[src/rtl/nano_pkg.sv]
// Shared types for the nanoprocessor sequencer: opcodes, ALU function codes and FSM states.
// Width-independent; the sequencer extends opcode constants to its own DATA_W.
package nano_pkg;

  localparam int unsigned OpcodeW = 8;
  localparam int unsigned AluOpW  = 4;

  typedef enum logic [OpcodeW-1:0] {
    OpNop = 8'h00,
    OpLda = 8'h01,
    OpSta = 8'h02,
    OpAdd = 8'h03,
    OpSub = 8'h04,
    OpAnd = 8'h05,
    OpOr  = 8'h06,
    OpXor = 8'h07,
    OpJmp = 8'h08,
    OpJz  = 8'h09,
    OpJc  = 8'h0A,
    OpHlt = 8'h0F
  } opcode_t;

  // AluNone is the idle code, so a NOP-latched sequencer drives alu_op = 0.
  typedef enum logic [AluOpW-1:0] {
    AluNone = 4'd0,
    AluPass = 4'd1,
    AluAdd  = 4'd2,
    AluSub  = 4'd3,
    AluAnd  = 4'd4,
    AluOr   = 4'd5,
    AluXor  = 4'd6
  } alu_op_t;

  typedef enum logic [1:0] {
    StFetchOp  = 2'd0,
    StFetchArg = 2'd1,
    StExec     = 2'd2,
    StHalt     = 2'd3
  } state_t;

endpackage

[src/rtl/nano_sequencer_if.sv]
// Sequencer <-> datapath signal bundle. mem_ready exists only when NANO_SEQ_WAIT_EN is defined.
// master = sequencer side, slave = datapath/memory side.
interface nano_sequencer_if
  import nano_pkg::*;
#(
  parameter int unsigned DATA_W = 8
) ();

  logic [DATA_W-1:0] data_in;
  logic              flag_z;
  logic              flag_c;
`ifdef NANO_SEQ_WAIT_EN
  logic              mem_ready;
`endif
  logic              inc_PC;
  logic              load_PC;
  logic              load_I;
  logic              load_AD;
  logic              load_ACC;
  logic              load_FLAGS;
  logic              sel_AD;
  logic              mem_we;
  alu_op_t           alu_op;
  logic              halted;

  modport master (
    input  data_in,
    input  flag_z,
    input  flag_c,
`ifdef NANO_SEQ_WAIT_EN
    input  mem_ready,
`endif
    output inc_PC,
    output load_PC,
    output load_I,
    output load_AD,
    output load_ACC,
    output load_FLAGS,
    output sel_AD,
    output mem_we,
    output alu_op,
    output halted
  );

  modport slave (
    output data_in,
    output flag_z,
    output flag_c,
`ifdef NANO_SEQ_WAIT_EN
    output mem_ready,
`endif
    input  inc_PC,
    input  load_PC,
    input  load_I,
    input  load_AD,
    input  load_ACC,
    input  load_FLAGS,
    input  sel_AD,
    input  mem_we,
    input  alu_op,
    input  halted
  );

endinterface

[src/rtl/nano_decode.sv]
// Combinational opcode decoder: instruction class, jump resolution against the flags, ALU code.
// Any value outside the opcode enum (including nonzero bits above bit 7) is flagged illegal.
module nano_decode
  import nano_pkg::*;
#(
  parameter int unsigned DATA_W = 8
) (
  input  logic [DATA_W-1:0] opcode_i,
  input  logic              flag_z_i,
  input  logic              flag_c_i,
  output logic              is_jump_o,
  output logic              jump_taken_o,
  output logic              is_mem_rd_o,
  output logic              is_store_o,
  output logic              is_halt_o,
  output logic              is_illegal_o,
  output alu_op_t           alu_op_o
);

  always_comb begin
    is_jump_o    = 1'b0;
    jump_taken_o = 1'b0;
    is_mem_rd_o  = 1'b0;
    is_store_o   = 1'b0;
    is_halt_o    = 1'b0;
    is_illegal_o = 1'b0;
    alu_op_o     = AluNone;
    case (opcode_i)
      DATA_W'(OpNop): ;
      DATA_W'(OpLda): begin
        is_mem_rd_o = 1'b1;
        alu_op_o    = AluPass;
      end
      DATA_W'(OpSta): is_store_o = 1'b1;
      DATA_W'(OpAdd): begin
        is_mem_rd_o = 1'b1;
        alu_op_o    = AluAdd;
      end
      DATA_W'(OpSub): begin
        is_mem_rd_o = 1'b1;
        alu_op_o    = AluSub;
      end
      DATA_W'(OpAnd): begin
        is_mem_rd_o = 1'b1;
        alu_op_o    = AluAnd;
      end
      DATA_W'(OpOr): begin
        is_mem_rd_o = 1'b1;
        alu_op_o    = AluOr;
      end
      DATA_W'(OpXor): begin
        is_mem_rd_o = 1'b1;
        alu_op_o    = AluXor;
      end
      DATA_W'(OpJmp): begin
        is_jump_o    = 1'b1;
        jump_taken_o = 1'b1;
      end
      DATA_W'(OpJz): begin
        is_jump_o    = 1'b1;
        jump_taken_o = flag_z_i;
      end
      DATA_W'(OpJc): begin
        is_jump_o    = 1'b1;
        jump_taken_o = flag_c_i;
      end
      DATA_W'(OpHlt): is_halt_o = 1'b1;
      default:        is_illegal_o = 1'b1;
    endcase
  end

endmodule

[src/rtl/nano_sequencer.sv]
// Nanoprocessor control FSM: FETCH_OP -> FETCH_ARG [-> EXEC], plus a terminal HALT state.
// Define NANO_SEQ_WAIT_EN to add the mem_ready wait-state input on the interface.
module nano_sequencer
  import nano_pkg::*;
#(
  parameter int unsigned DATA_W          = 8,
  parameter bit          HALT_ON_ILLEGAL = 1'b1
) (
  input logic              clk,
  input logic              reset,
  nano_sequencer_if.master bus
);

  state_t            state_q, state_d;
  logic [DATA_W-1:0] op_q, op_d;
  logic              ready;

  logic    is_jump, jump_taken, is_mem_rd, is_store, is_halt, is_illegal;
  alu_op_t dec_alu_op;

  logic inc_pc, load_pc, load_i, load_ad, load_acc, load_flags, sel_ad, mem_we, halted;

`ifdef NANO_SEQ_WAIT_EN
  assign ready = bus.mem_ready;
`else
  assign ready = 1'b1;
`endif

  nano_decode #(
    .DATA_W (DATA_W)
  ) u_decode (
    .opcode_i     (op_q),
    .flag_z_i     (bus.flag_z),
    .flag_c_i     (bus.flag_c),
    .is_jump_o    (is_jump),
    .jump_taken_o (jump_taken),
    .is_mem_rd_o  (is_mem_rd),
    .is_store_o   (is_store),
    .is_halt_o    (is_halt),
    .is_illegal_o (is_illegal),
    .alu_op_o     (dec_alu_op)
  );

  always_ff @(posedge clk or posedge reset) begin
    if (reset) begin
      state_q <= StFetchOp;
      op_q    <= DATA_W'(OpNop);
    end else begin
      state_q <= state_d;
      op_q    <= op_d;
    end
  end

  always_comb begin
    state_d    = state_q;
    op_d       = op_q;
    inc_pc     = 1'b0;
    load_pc    = 1'b0;
    load_i     = 1'b0;
    load_ad    = 1'b0;
    load_acc   = 1'b0;
    load_flags = 1'b0;
    sel_ad     = 1'b0;
    mem_we     = 1'b0;
    halted     = 1'b0;
    unique case (state_q)
      StFetchOp: begin
        if (ready) begin
          load_i  = 1'b1;
          inc_pc  = 1'b1;
          op_d    = bus.data_in;
          state_d = StFetchArg;
        end
      end
      StFetchArg: begin
        if (ready) begin
          load_ad = 1'b1;
          // A taken jump must not also raise inc_PC: the PC would drop the load.
          if (is_jump && jump_taken) begin
            load_pc = 1'b1;
            state_d = StFetchOp;
          end else begin
            inc_pc = 1'b1;
            if (is_halt || (is_illegal && HALT_ON_ILLEGAL)) begin
              state_d = StHalt;
            end else if (is_mem_rd || is_store) begin
              state_d = StExec;
            end else begin
              state_d = StFetchOp;
            end
          end
        end
      end
      StExec: begin
        sel_ad = 1'b1;
        if (ready) begin
          if (is_store) begin
            mem_we = 1'b1;
          end else if (is_mem_rd) begin
            load_acc   = 1'b1;
            load_flags = 1'b1;
          end
          state_d = StFetchOp;
        end
      end
      StHalt: begin
        halted = 1'b1;
      end
      default: begin
        state_d = StFetchOp;
      end
    endcase
  end

  // Reset masks every output combinationally so an aborted instruction leaves no strobe behind.
  assign bus.inc_PC     = inc_pc     & ~reset;
  assign bus.load_PC    = load_pc    & ~reset;
  assign bus.load_I     = load_i     & ~reset;
  assign bus.load_AD    = load_ad    & ~reset;
  assign bus.load_ACC   = load_acc   & ~reset;
  assign bus.load_FLAGS = load_flags & ~reset;
  assign bus.sel_AD     = sel_ad     & ~reset;
  assign bus.mem_we     = mem_we     & ~reset;
  assign bus.halted     = halted     & ~reset;
  assign bus.alu_op     = reset ? AluNone : dec_alu_op;

endmodule

[src/flat_wrapper.sv]
// flat-port wrapper written by rule: the top's interface ports become plain ports
module nano_sequencer_flat import nano_pkg::*;
#(
  parameter int unsigned DATA_W          = 8,
  parameter bit          HALT_ON_ILLEGAL = 1'b1
)
  (clk, reset, bus_data_in, bus_flag_z, bus_flag_c, bus_inc_PC, bus_load_PC, bus_load_I, bus_load_AD, bus_load_ACC, bus_load_FLAGS, bus_sel_AD, bus_mem_we, bus_alu_op, bus_halted);
  nano_sequencer_if #(.DATA_W(DATA_W)) bus_i ();
  input logic clk;
  input logic reset;
  input wire logic [$bits(bus_i.data_in)-1:0] bus_data_in;
  input wire logic [$bits(bus_i.flag_z)-1:0] bus_flag_z;
  input wire logic [$bits(bus_i.flag_c)-1:0] bus_flag_c;
  output wire logic [$bits(bus_i.inc_PC)-1:0] bus_inc_PC;
  output wire logic [$bits(bus_i.load_PC)-1:0] bus_load_PC;
  output wire logic [$bits(bus_i.load_I)-1:0] bus_load_I;
  output wire logic [$bits(bus_i.load_AD)-1:0] bus_load_AD;
  output wire logic [$bits(bus_i.load_ACC)-1:0] bus_load_ACC;
  output wire logic [$bits(bus_i.load_FLAGS)-1:0] bus_load_FLAGS;
  output wire logic [$bits(bus_i.sel_AD)-1:0] bus_sel_AD;
  output wire logic [$bits(bus_i.mem_we)-1:0] bus_mem_we;
  output wire logic [$bits(bus_i.alu_op)-1:0] bus_alu_op;
  output wire logic [$bits(bus_i.halted)-1:0] bus_halted;
  assign bus_i.data_in = bus_data_in;
  assign bus_i.flag_z = bus_flag_z;
  assign bus_i.flag_c = bus_flag_c;
  assign bus_inc_PC = bus_i.inc_PC;
  assign bus_load_PC = bus_i.load_PC;
  assign bus_load_I = bus_i.load_I;
  assign bus_load_AD = bus_i.load_AD;
  assign bus_load_ACC = bus_i.load_ACC;
  assign bus_load_FLAGS = bus_i.load_FLAGS;
  assign bus_sel_AD = bus_i.sel_AD;
  assign bus_mem_we = bus_i.mem_we;
  assign bus_alu_op = bus_i.alu_op;
  assign bus_halted = bus_i.halted;
  nano_sequencer #(.DATA_W(DATA_W), .HALT_ON_ILLEGAL(HALT_ON_ILLEGAL)) u_core (.clk(clk), .reset(reset), .bus(bus_i));
endmodule
[config.mk]
export PLATFORM = sky130hd
export DESIGN_NAME = nano_sequencer_flat
export DESIGN_NICKNAME = d
export VERILOG_FILES = /design/src/rtl/nano_pkg.sv /design/src/rtl/nano_sequencer_if.sv /design/src/rtl/nano_decode.sv /design/src/rtl/nano_sequencer.sv /design/src/flat_wrapper.sv
export SDC_FILE = /design/constraint.sdc
export NUM_CORES = 1
export LEC_CHECK = 0
export ABC_AREA = 1
export BUFFER_PORTS_ARGS = -buffer_cell sky130_fd_sc_hd__buf_2
export CORE_UTILIZATION = 45
export CTS_CLUSTER_SIZE = 14
export DETAILED_ROUTE_END_ITERATION = 6
export MAX_ROUTING_LAYER = met4
export PLACE_DENSITY = 0.86
export SLEW_MARGIN = 0
export SYNTH_ARGS = -nofsm -noshare
export SYNTH_HDL_FRONTEND = slang
export SYNTH_HIERARCHICAL = 1
export SYNTH_SLANG_ARGS = --single-unit
export TNS_END_PERCENT = 50
[constraint.sdc]
create_clock -name clk -period 1.2 [get_ports clk]
set_input_delay 0.12 -clock clk [delete_from_list [all_inputs] [get_ports clk]]
set_output_delay 0.12 -clock clk [all_outputs]
set_load 0.03 [all_outputs]
==> flow_summary_export.csv, run 1 <==
group,metric,value,unit
sta,hold_viol,0,
setup_path,crit_path_max_fanout,4,
cts,cts_hold_buffers,0,
routing,vias,981,
global_route,track_usage,23.2,%
setup_path,crit_path_end_kind,"primary output",
status,status,"finished, violations left",
hold_path,hold_path_class,"in2async",
synthesis,syn-instance-count,132,
finish,stdcell_count,198,
finish,mostFrequentLayoutCells,"38 x nand2_1, 21 x buf_4, 20 x nor2_1, 12 x buf_2, 11 x inv_2",
cts,cts_buffer_depth,2,
global_route,grt_pass1_wl,3290,um
die,rows,15,
routing,drc,0,
synthesis,syn-mean-instance-area,6.26,um2
sta,tns,-5.36,ns
pwr,p_leak,0.654,nW
global_route,grt_max_degree,14,
sta,rsz0062_at_grt,"yes",
sta,skew,0.00630,ns
sta,finalSetupViolCount,14,
sta,period_needed,1.79,ns
pwr,p_sw_share,20.7,%
synthesis,syn_area,826,um2
cts,clk_latency,0.25,ns
pwr,p_int,468,uW
die,die_h,44.8,um
pwr,comb_power_share,8.1,%
die,ioPinCount,25,
cts,clk_pin_slew,0.06,ns
die,start_util,47.8,%
die,die_w,44.8,um
routing,antenna_left,0,
sta,slew_viol_final,0,
finish,diodes,0,
place,port_buffers,23,
synthesis,syn_nets,148,
finish,final_common_cell,"nand2_1",
finish,fillerInstances,125,
sta,worst_pin_slew,0.541,ns
die,die_area,2010,um2
finish,nets,191,
cts,cts.sinks,10,
cts,ctsRootBufferMaster,"clkbuf_4",
finish,drive_gt1_share,48.6,%
setup_path,critPathArrivalTime,1.67,ns
run,cap_violations,0,
place,pre_cts_ws,-0.294,ns
routing,drt-total-wl,2270,um
place,gp_congestion,0.870,
setup_path,path_class,"reg2out",
pwr,p_seq_share,57.1,%
routing,wire_per_inst,11.4,um
pwr,power,591,uW
cts,cts_tree,"done",
sta,setup_slack,-0.591,ns
global_route,grt_pass1_vias,869,
routing,drtIter0Drc,34,
sta,slew_headroom,63.8,%
place,dp.cells,189,
pwr,p_per_area,456,nW/um2
synthesis,yosysSeqAreaShare,30.3,%
die,core,1730,um2
cts,cts.htree.levels,1,
cts,numCtsBuffers,3,
finish,syn_to_final_growth,56.7,%
synthesis,ys_types,20,
setup_path,worstPathRequired,1.08,ns
synthesis,ys_ff_latch,10,
routing,vias_per_cell,4.95,
pwr,p_clk_share,34.8,%
routing,drt_pass1_iterations,4,
pwr,ir_drop,0.000588,V
status,failed_checks,"setup timing",
sta,period_share,149,%
global_route,grt-ovfl-total,0,
setup_path,startpoint_type,"flop",
pwr,switchingPower,122,uW
global_route,antenna_found_initial,0,
sta,timing.hold.ws,0.0305,ns
synthesis,yosys_warnings,6,
place,hpwl,1480,um
sta,clock.fmax,0.558,GHz
## cells in the mapped netlist
cell	instances	area [um2]
nor4_2	1	12.5
ha_1	4	50.1
inv_4	1	6.26
buf_4	2	15.0
inv_2	3	11.3
nor2_2	3	18.8
o21bai_1	1	7.51
nor3_2	1	10.0
a21oi_1	2	10.0
nand2_2	3	18.8
dfrtp_1	10	250
inv_1	18	67.6
buf_6	2	22.5
nand3_1	8	40.0
a21oi_2	1	8.76
conb_1	1	3.75
nand4_1	1	6.26
nor2_1	24	90.1
nor3_1	3	15.0
nand2_1	43	161
## worst max-delay path, cell delays in order (launching register included)
cell and delay (ns):
dfrtp_1 0.42, inv_1 0.09, nand2_1 0.11, nor3_1 0.32, inv_1 0.14, nor3_4 0.12, buf_2 0.21
## registers in the layout, summed over array words and instances, names as in the netlist
signal          cells
u_core/op_q         8
u_core/state_q      2
## layout make-up
| class | instances | area, um2 | share of cell area (%) |
|---|---|---|---|
| Timing Repair Buffer | 42 | 319 | 24.7 |
| Clock buffer | 3 | 22.5 | 1.74 |
| Multi-Input combinational cell | 96 | 583 | 45.1 |
| Sequential cell | 10 | 253 | 19.5 |
| Tap cell | 25 | 31.3 | 2.42 |
| Inverter | 22 | 85.1 | 6.58 |
## cell families (layout without fill, tap and decap cells)
family	count (synthesis)	after routing	share of synthesized area, %
AOI/OAI and AO/OA	4	4	3.18
adders and majority gates	4	4	6.06
buffers and inverters	26	67	14.8
and+or+nand+nor	87	87	45.2
DFF	10	10	30.3
other	1	1	0.454
## metrics by stage
| step | area [um2] | utilization (%) |
|---|---|---|
| 3_3_place_gp | 1080 | 62.3 |
| 6_report | 1290 | 74.9 |
| 2_1_floorplan | 870 | - |
| 4_1_cts | 1250 | 72.5 |
| 3_5_place_dp | 1080 | 62.3 |
| 5_1_grt | 1290 | 74.9 |
## power groups by stage
| stage | sequential, mW | clock [mW] | combinational [mW] |
|---|---|---|---|
| floorplan | 0.343 | 0 | 0.0264 |
| global route | 0.337 | 0.232 | 0.0517 |
| CTS | 0.337 | 0.214 | 0.0476 |
| finish | 0.337 | 0.205 | 0.0477 |
| detailed placement | 0.343 | 0 | 0.0465 |
| global placement | 0.343 | 0 | 0.0456 |
## worst paths after layout
kind	from	to	slack, ns	cells after the start
min in group clk	bus_data_in[6]	u_core/op_q[6]$_DFFE_PP0N_	0.07	3
max	u_core/op_q[0]$_DFFE_PP0N_	bus_mem_we	-0.59	6
max reg2reg	u_core/op_q[6]$_DFFE_PP0N_	u_core/state_q[1]$_DFFE_PP0P_	-0.37	10
min reg2reg	u_core/op_q[7]$_DFFE_PP0N_	u_core/op_q[7]$_DFFE_PP0N_	0.48	2
min	reset	u_core/op_q[0]$_DFFE_PP0N_	0.03	2
max in group asynchronous	reset	u_core/op_q[3]$_DFFE_PP0N_	0.88	2
## repair_timing
action,in CTS,in global routing
endpoints found under the setup margin,22,16
resized for setup,38,10
setup buffers,7,1
pin swaps,5,8
gates cloned,0,0
## per-layer routing
metal	part of all wire, %	track usage, %	wire (um)
met1	38	24.1	868
met2	55	40.3	1260
met3	3.2	3.20	73
met4	3.0	15.8	68
met5	0	-	0
Power figures use the tool's default switching activity.
==> run 2: changes to the inputs <==
- PLACE_DENSITY: 0.86 -> 0.83
- clock period: 1.2 -> 1.93 ns (I/O delays scaled with it)
==> run 2 against run 1 <==
Compared with the run above: the flow now finishes without violations; sequential share of layout area grew 5.3 points; critical path depth grew 3; register-to-register slack gained 0.82 ns; clock skew grew 0.0022 ns; core utilization shrank 16 points; via count shrank 15%; critical path type unchanged; largest cell class unchanged.
==> flow_summary_export.csv, run 2 (same netlist as run 1, synthesis figures left out) <==
group,metric,value,unit
status,status,"completed",
die,core,1730,um2
setup_path,path_buf_inv,3,
routing,drt_pass1_iterations,4,
place,port_buffers,23,
finish,reg_top3,"u_core/op_q x8, u_core/state_q x2",
die,die_w,44.8,um
finish,mostFrequentLayoutCells,"43 x nand2_1, 20 x buf_2, 20 x nor2_1, 17 x inv_1, 8 x nand3_1",
setup_path,crit_path_max_fanout,8,
place,pre_cts_ws,0.327,ns
setup_path,critPathArrivalTime,1.64,ns
die,die_h,44.8,um
place,gp_congestion,0.861,
pwr,p_per_area,408,nW/um2
setup_path,path_class,"reg2out",
cts,clk_pin_slew,0.07,ns
cts,cts.htree.levels,1,
die,ioPinCount,25,
global_route,track_usage,17.2,%
sta,finalSetupViolCount,0,
global_route,grt_pass1_vias,677,
hold_path,hold_path_class,"in2async",
pwr,p_leak,0.547,nW
cts,ctsRootBufferMaster,"clkbuf_4",
cts,cts_buffer_depth,2,
setup_path,startpoint_type,"flop",
cts,post_cts_resized,0,
sta,clock.fmax,0.545,GHz
sta,tns,0,ns
finish,final_common_cell,"nand2_1",
routing,drc,0,
global_route,grt-ovfl-total,0,
finish,largest_register_ffs,8,
cts,cts_hold_buffers,0,
finish,diodes,0,
setup_path,cp_slowest_cell,"dfrtp_1",
place,hpwl,1300,um
cts,numCtsBuffers,3,
cts,post_cts_buffers,0,
global_route,grt_max_degree,14,
cts,cts_tree,"done",
sta,slew_headroom,63.5,%
routing,vias,833,
sta,worst_pin_slew,0.546,ns
sta,rsz0062_at_grt,"yes",
sta,skew,0.00850,ns
global_route,grt_pass1_wl,2490,um
cts,cts.sinks,10,
routing,wire_per_inst,8.98,um
sta,period_share,95.0,%
sta,setup_slack,0.0965,ns
setup_path,crit_top_cell,"nand2_2",
sta,slew_viol_final,0,
finish,drive_gt1_share,31.8,%
setup_path,crit_path_end_kind,"primary output",
die,start_util,47.8,%
routing,drtIter0Drc,16,
finish,syn_to_final_growth,23.6,%
finish,fin_area,1020,um2
place,dpl_cell_area,958,um2
finish,nets,174,
die,rows,15,
die,die_area,2010,um2
routing,antenna_left,0,
pwr,ir_drop,0.000449,V
sta,hold_viol,0,
global_route,antenna_found_initial,0,
setup_path,slowest_delay,0.39,ns
setup_path,critPathTopFamily,"simple AND/OR/NAND/NOR gates",
sta,period_needed,1.83,ns
run,cap_violations,0,
setup_path,cp_cell_sequence,"nor2_1 > nand2_4 > inv_2 > nand3_1 > inv_1 > nand2_2 > nand2_2 > a21oi_2 > buf_2",
routing,drt-total-wl,1630,um
cts,clk_latency,0.26,ns
pwr,power,417,uW
setup_path,worstPathRequired,1.74,ns
routing,vias_per_cell,4.58,
finish,regMostFlops,"u_core/op_q",
run 2: worst reg2reg max path, stage by stage (launching register included):
cell     delay [ns]
dfrtp_1        0.39
nor2_1         0.18
nand2_4        0.12
inv_2          0.11
nand3_1        0.12
nand3_1        0.11
nor2_1         0.05
nor2_1         0.10
nand3_1        0.08
nand2_1        0.07
nand2_1        0.05
run 2: layout make-up:
cell class	instances	area (um2)
multi-input cells	96	477
repair buffers	25	138
inverters	22	85.1
fillers	183	706
flip-flops and latches	10	254
well taps	25	31.3
clock buffers	4	36.3
run 2: worst paths after layout:
kind                       slack [ns]                  startpoint  cells past startpoint                             to
hold reg to reg                  0.48  u_core/op_q[4]$_DFFE_PP0N_                      2     u_core/op_q[4]$_DFFE_PP0N_
min in group clk                 0.13              bus_data_in[7]                      3     u_core/op_q[7]$_DFFE_PP0N_
setup reg to reg                 0.45  u_core/op_q[5]$_DFFE_PP0N_                     10  u_core/state_q[1]$_DFFE_PP0P_
setup / recovery                  0.1  u_core/op_q[5]$_DFFE_PP0N_                      9                     bus_inc_PC
max in group asynchronous        1.62                       reset                      2     u_core/op_q[3]$_DFFE_PP0N_
hold / removal                   0.02                       reset                      2     u_core/op_q[7]$_DFFE_PP0N_
run 2: layer usage:
layer | GRT usage [%] | vias up | wire length [um]
li1 | - | 442 | -
met1 | 21.0 | 362 | 759
met2 | 28.2 | 25 | 787
met3 | 2.40 | 4 | 55
met4 | 7.88 | 0 | 32
met5 | - | - | 0
run 2: metrics by stage:
| step | hold WS, ns | utilization [%] | instances |
|---|---|---|---|
| 6_report | 0.0236 | 59.1 | 182 |
| 3_3_place_gp | 0.301 | 55.5 | 178 |
| 5_1_grt | 0.0501 | 59.1 | 182 |
| 4_1_cts | 0.0256 | 57.6 | 182 |
| 2_1_floorplan | 0.160 | - | 132 |
| 3_5_place_dp | 0.314 | 55.5 | 178 |
run 2: report_power, final:
part	switching (mW)	internal, mW	leakage, nW
clock network	0.0670	0.114	0.0210
registers	0	0.210	0.0865
logic	0.0167	0.00950	0.439
==> run 3: changes to the inputs <==
- clock period: 1.93 -> 1.7 ns (I/O delays scaled with it)
==> run 3 against run 2 <==
Compared with the run above: the run now ends with setup timing left; die area unchanged; non-clock buffer count up 6; hold slack worse by 0.012 ns; final cell count increased by 3.3%; clock skew down 0.0055 ns; critical path depth down 2; first-iteration DRC count increased by 100%; combinational power is 14% higher; final area up 8.8%; via count grew 5.9%; sequential power increased by 13%; highest routed layer unchanged.
==> flow_summary_export.csv, run 3 (same netlist as run 1, synthesis figures left out) <==
group,metric,value,unit
sta,skew,0.00296,ns
place,hpwl,1310,um
status,status,"finished, violations left",
sta,setup_slack,-0.126,ns
routing,drt-total-wl,1740,um
cts,cts.sinks,10,
global_route,track_usage,20.5,%
die,rows,15,
global_route,grt-ovfl-total,0,
finish,diodes,0,
pwr,ir_drop,0.000391,V
pwr,p_per_area,421,nW/um2
cts,cts.htree.levels,1,
finish,fillerInstances,164,
sta,slew_viol_final,0,
setup_path,path_class,"reg2out",
die,ioPinCount,25,
sta,worst_pin_slew,0.542,ns
global_route,antenna_found_initial,0,
sta,finalSetupViolCount,6,
pwr,p_leak,0.602,nW
global_route,grt_max_degree,14,
routing,antenna_left,0,
sta,period_needed,1.83,ns
die,die_w,44.8,um
die,die_area,2010,um2
sta,period_share,107,%
routing,drtIter0Drc,32,
sta,hold_viol,0,
finish,drive_gt1_share,38.7,%
cts,clk_pin_slew,0.06,ns
die,core,1730,um2
global_route,grt_pass1_vias,799,
setup_path,crit_top_cell,"buf_4",
hold_path,hold_path_class,"in2async",
place,gp_congestion,0.862,
place,pre_cts_ws,0.117,ns
routing,vias_per_cell,4.69,
finish,seq_area,254,um2
finish,regMostFlops,"u_core/op_q",
setup_path,crit_path_end_kind,"primary output",
die,start_util,47.8,%
cts,numCtsBuffers,3,
sta,clock.fmax,0.548,GHz
place,port_buffers,23,
run,cap_violations,0,
finish,multi_input_area,500,um2
finish,final_common_cell,"nand2_1",
setup_path,slowest_delay,0.39,ns
global_route,grt_pass1_wl,2970,um
setup_path,startpoint_type,"flop",
finish,mostFrequentLayoutCells,"42 x nand2_1, 20 x nor2_1, 16 x buf_2, 14 x inv_1, 12 x buf_4",
cts,ctsRootBufferMaster,"clkbuf_4",
finish,reg_top3,"u_core/op_q x8, u_core/state_q x2",
finish,syn_to_final_growth,34.5,%
routing,vias,882,
routing,drt_pass1_iterations,4,
die,die_h,44.8,um
pwr,power,467,uW
finish,largest_register_ffs,8,
setup_path,critPathArrivalTime,1.66,ns
finish,nets,180,
sta,slew_headroom,63.7,%
routing,wire_per_inst,9.27,um
cts,cts_tree,"done",
status,failed_checks,"setup timing",
setup_path,worstPathRequired,1.53,ns
setup_path,crit_path_max_fanout,7,
cts,cts_buffer_depth,2,
setup_path,cp_cell_sequence,"nor2_2 > nand2_4 > buf_4 > nor3_4 > buf_4 > nor4_4 > buf_4",
cts,clk_latency,0.25,ns
routing,drc,0,
sta,rsz0062_at_grt,"yes",
setup_path,cp_slowest_cell,"dfrtp_1",
[run 3: cell count changes in the layout (fill, tap and decap cells not counted), sizes merged]
cell | before | now
buf | 25 | 31
[run 3: final cells by class]
type                    instances  share of cell area, %
clock buffers                   4                   3.27
inverters                      22                   7.66
multi-input cells              96                   45.0
flip-flops and latches         10                   22.9
well taps                      25                   2.82
repair buffers                 31                   18.4
[run 3: repair_timing]
action                                  CTS  global route
hold buffers                              0             0
gates resized for setup                  14            13
pin swaps                                 4             1
buffers inserted                          5             1
endpoints found under the setup margin    5             9
[run 3: path summary, 6_finish.rpt]
check	startpoint	endpoint	slack (ns)	cells after the start
worst max-delay path	u_core/op_q[5]$_DFFE_PP0N_	bus_load_FLAGS	-0.13	7
max in group asynchronous	reset	u_core/op_q[1]$_DFFE_PP0N_	1.41	2
worst min-delay path	reset	u_core/op_q[0]$_DFFE_PP0N_	0.01	2
min in group clk	bus_data_in[2]	u_core/op_q[2]$_DFFE_PP0N_	0.11	3
worst min register to register	u_core/op_q[7]$_DFFE_PP0N_	u_core/op_q[7]$_DFFE_PP0N_	0.50	2
worst max register to register	u_core/op_q[0]$_DFFE_PP0N_	u_core/state_q[0]$_DFFE_PP0P_	0.18	11
[run 3: routing by layer]
layer	GRT usage, %	part of all wire, %
met1	23.7	44
met2	32.9	49
met3	3.20	3.9
met4	13.3	3.0
met5	-	0
[run 3: power breakdown]
group	switching, mW	internal (mW)	leakage (nW)
clock network	0.0702	0.129	0.0210
registers	0	0.238	0.0865
logic	0.0191	0.0108	0.494
total	0.0893	0.378	0.602
[run 3: per-stage QoR]
stage          instances  setup TNS [ns]  util (%)  hold WS [ns]  cell area, um2
6_report             188          -0.510      64.3        0.0121            1110
5_1_grt              188           -1.37      64.3        0.0293            1110
4_1_cts              187          -0.386      62.0        0.0129            1070
3_5_place_dp         178               0      55.8         0.295             963
3_3_place_gp         178               0      55.8         0.282             963
2_1_floorplan        132         -0.0202         -         0.137             840
[run 3: critical path, delay by kind of cell (launching register included)]
kind	cells	cell delay [ns]
flip-flops	1	0.39
buffers and inverters	3	0.49
AND/OR/NAND/NOR	4	0.52
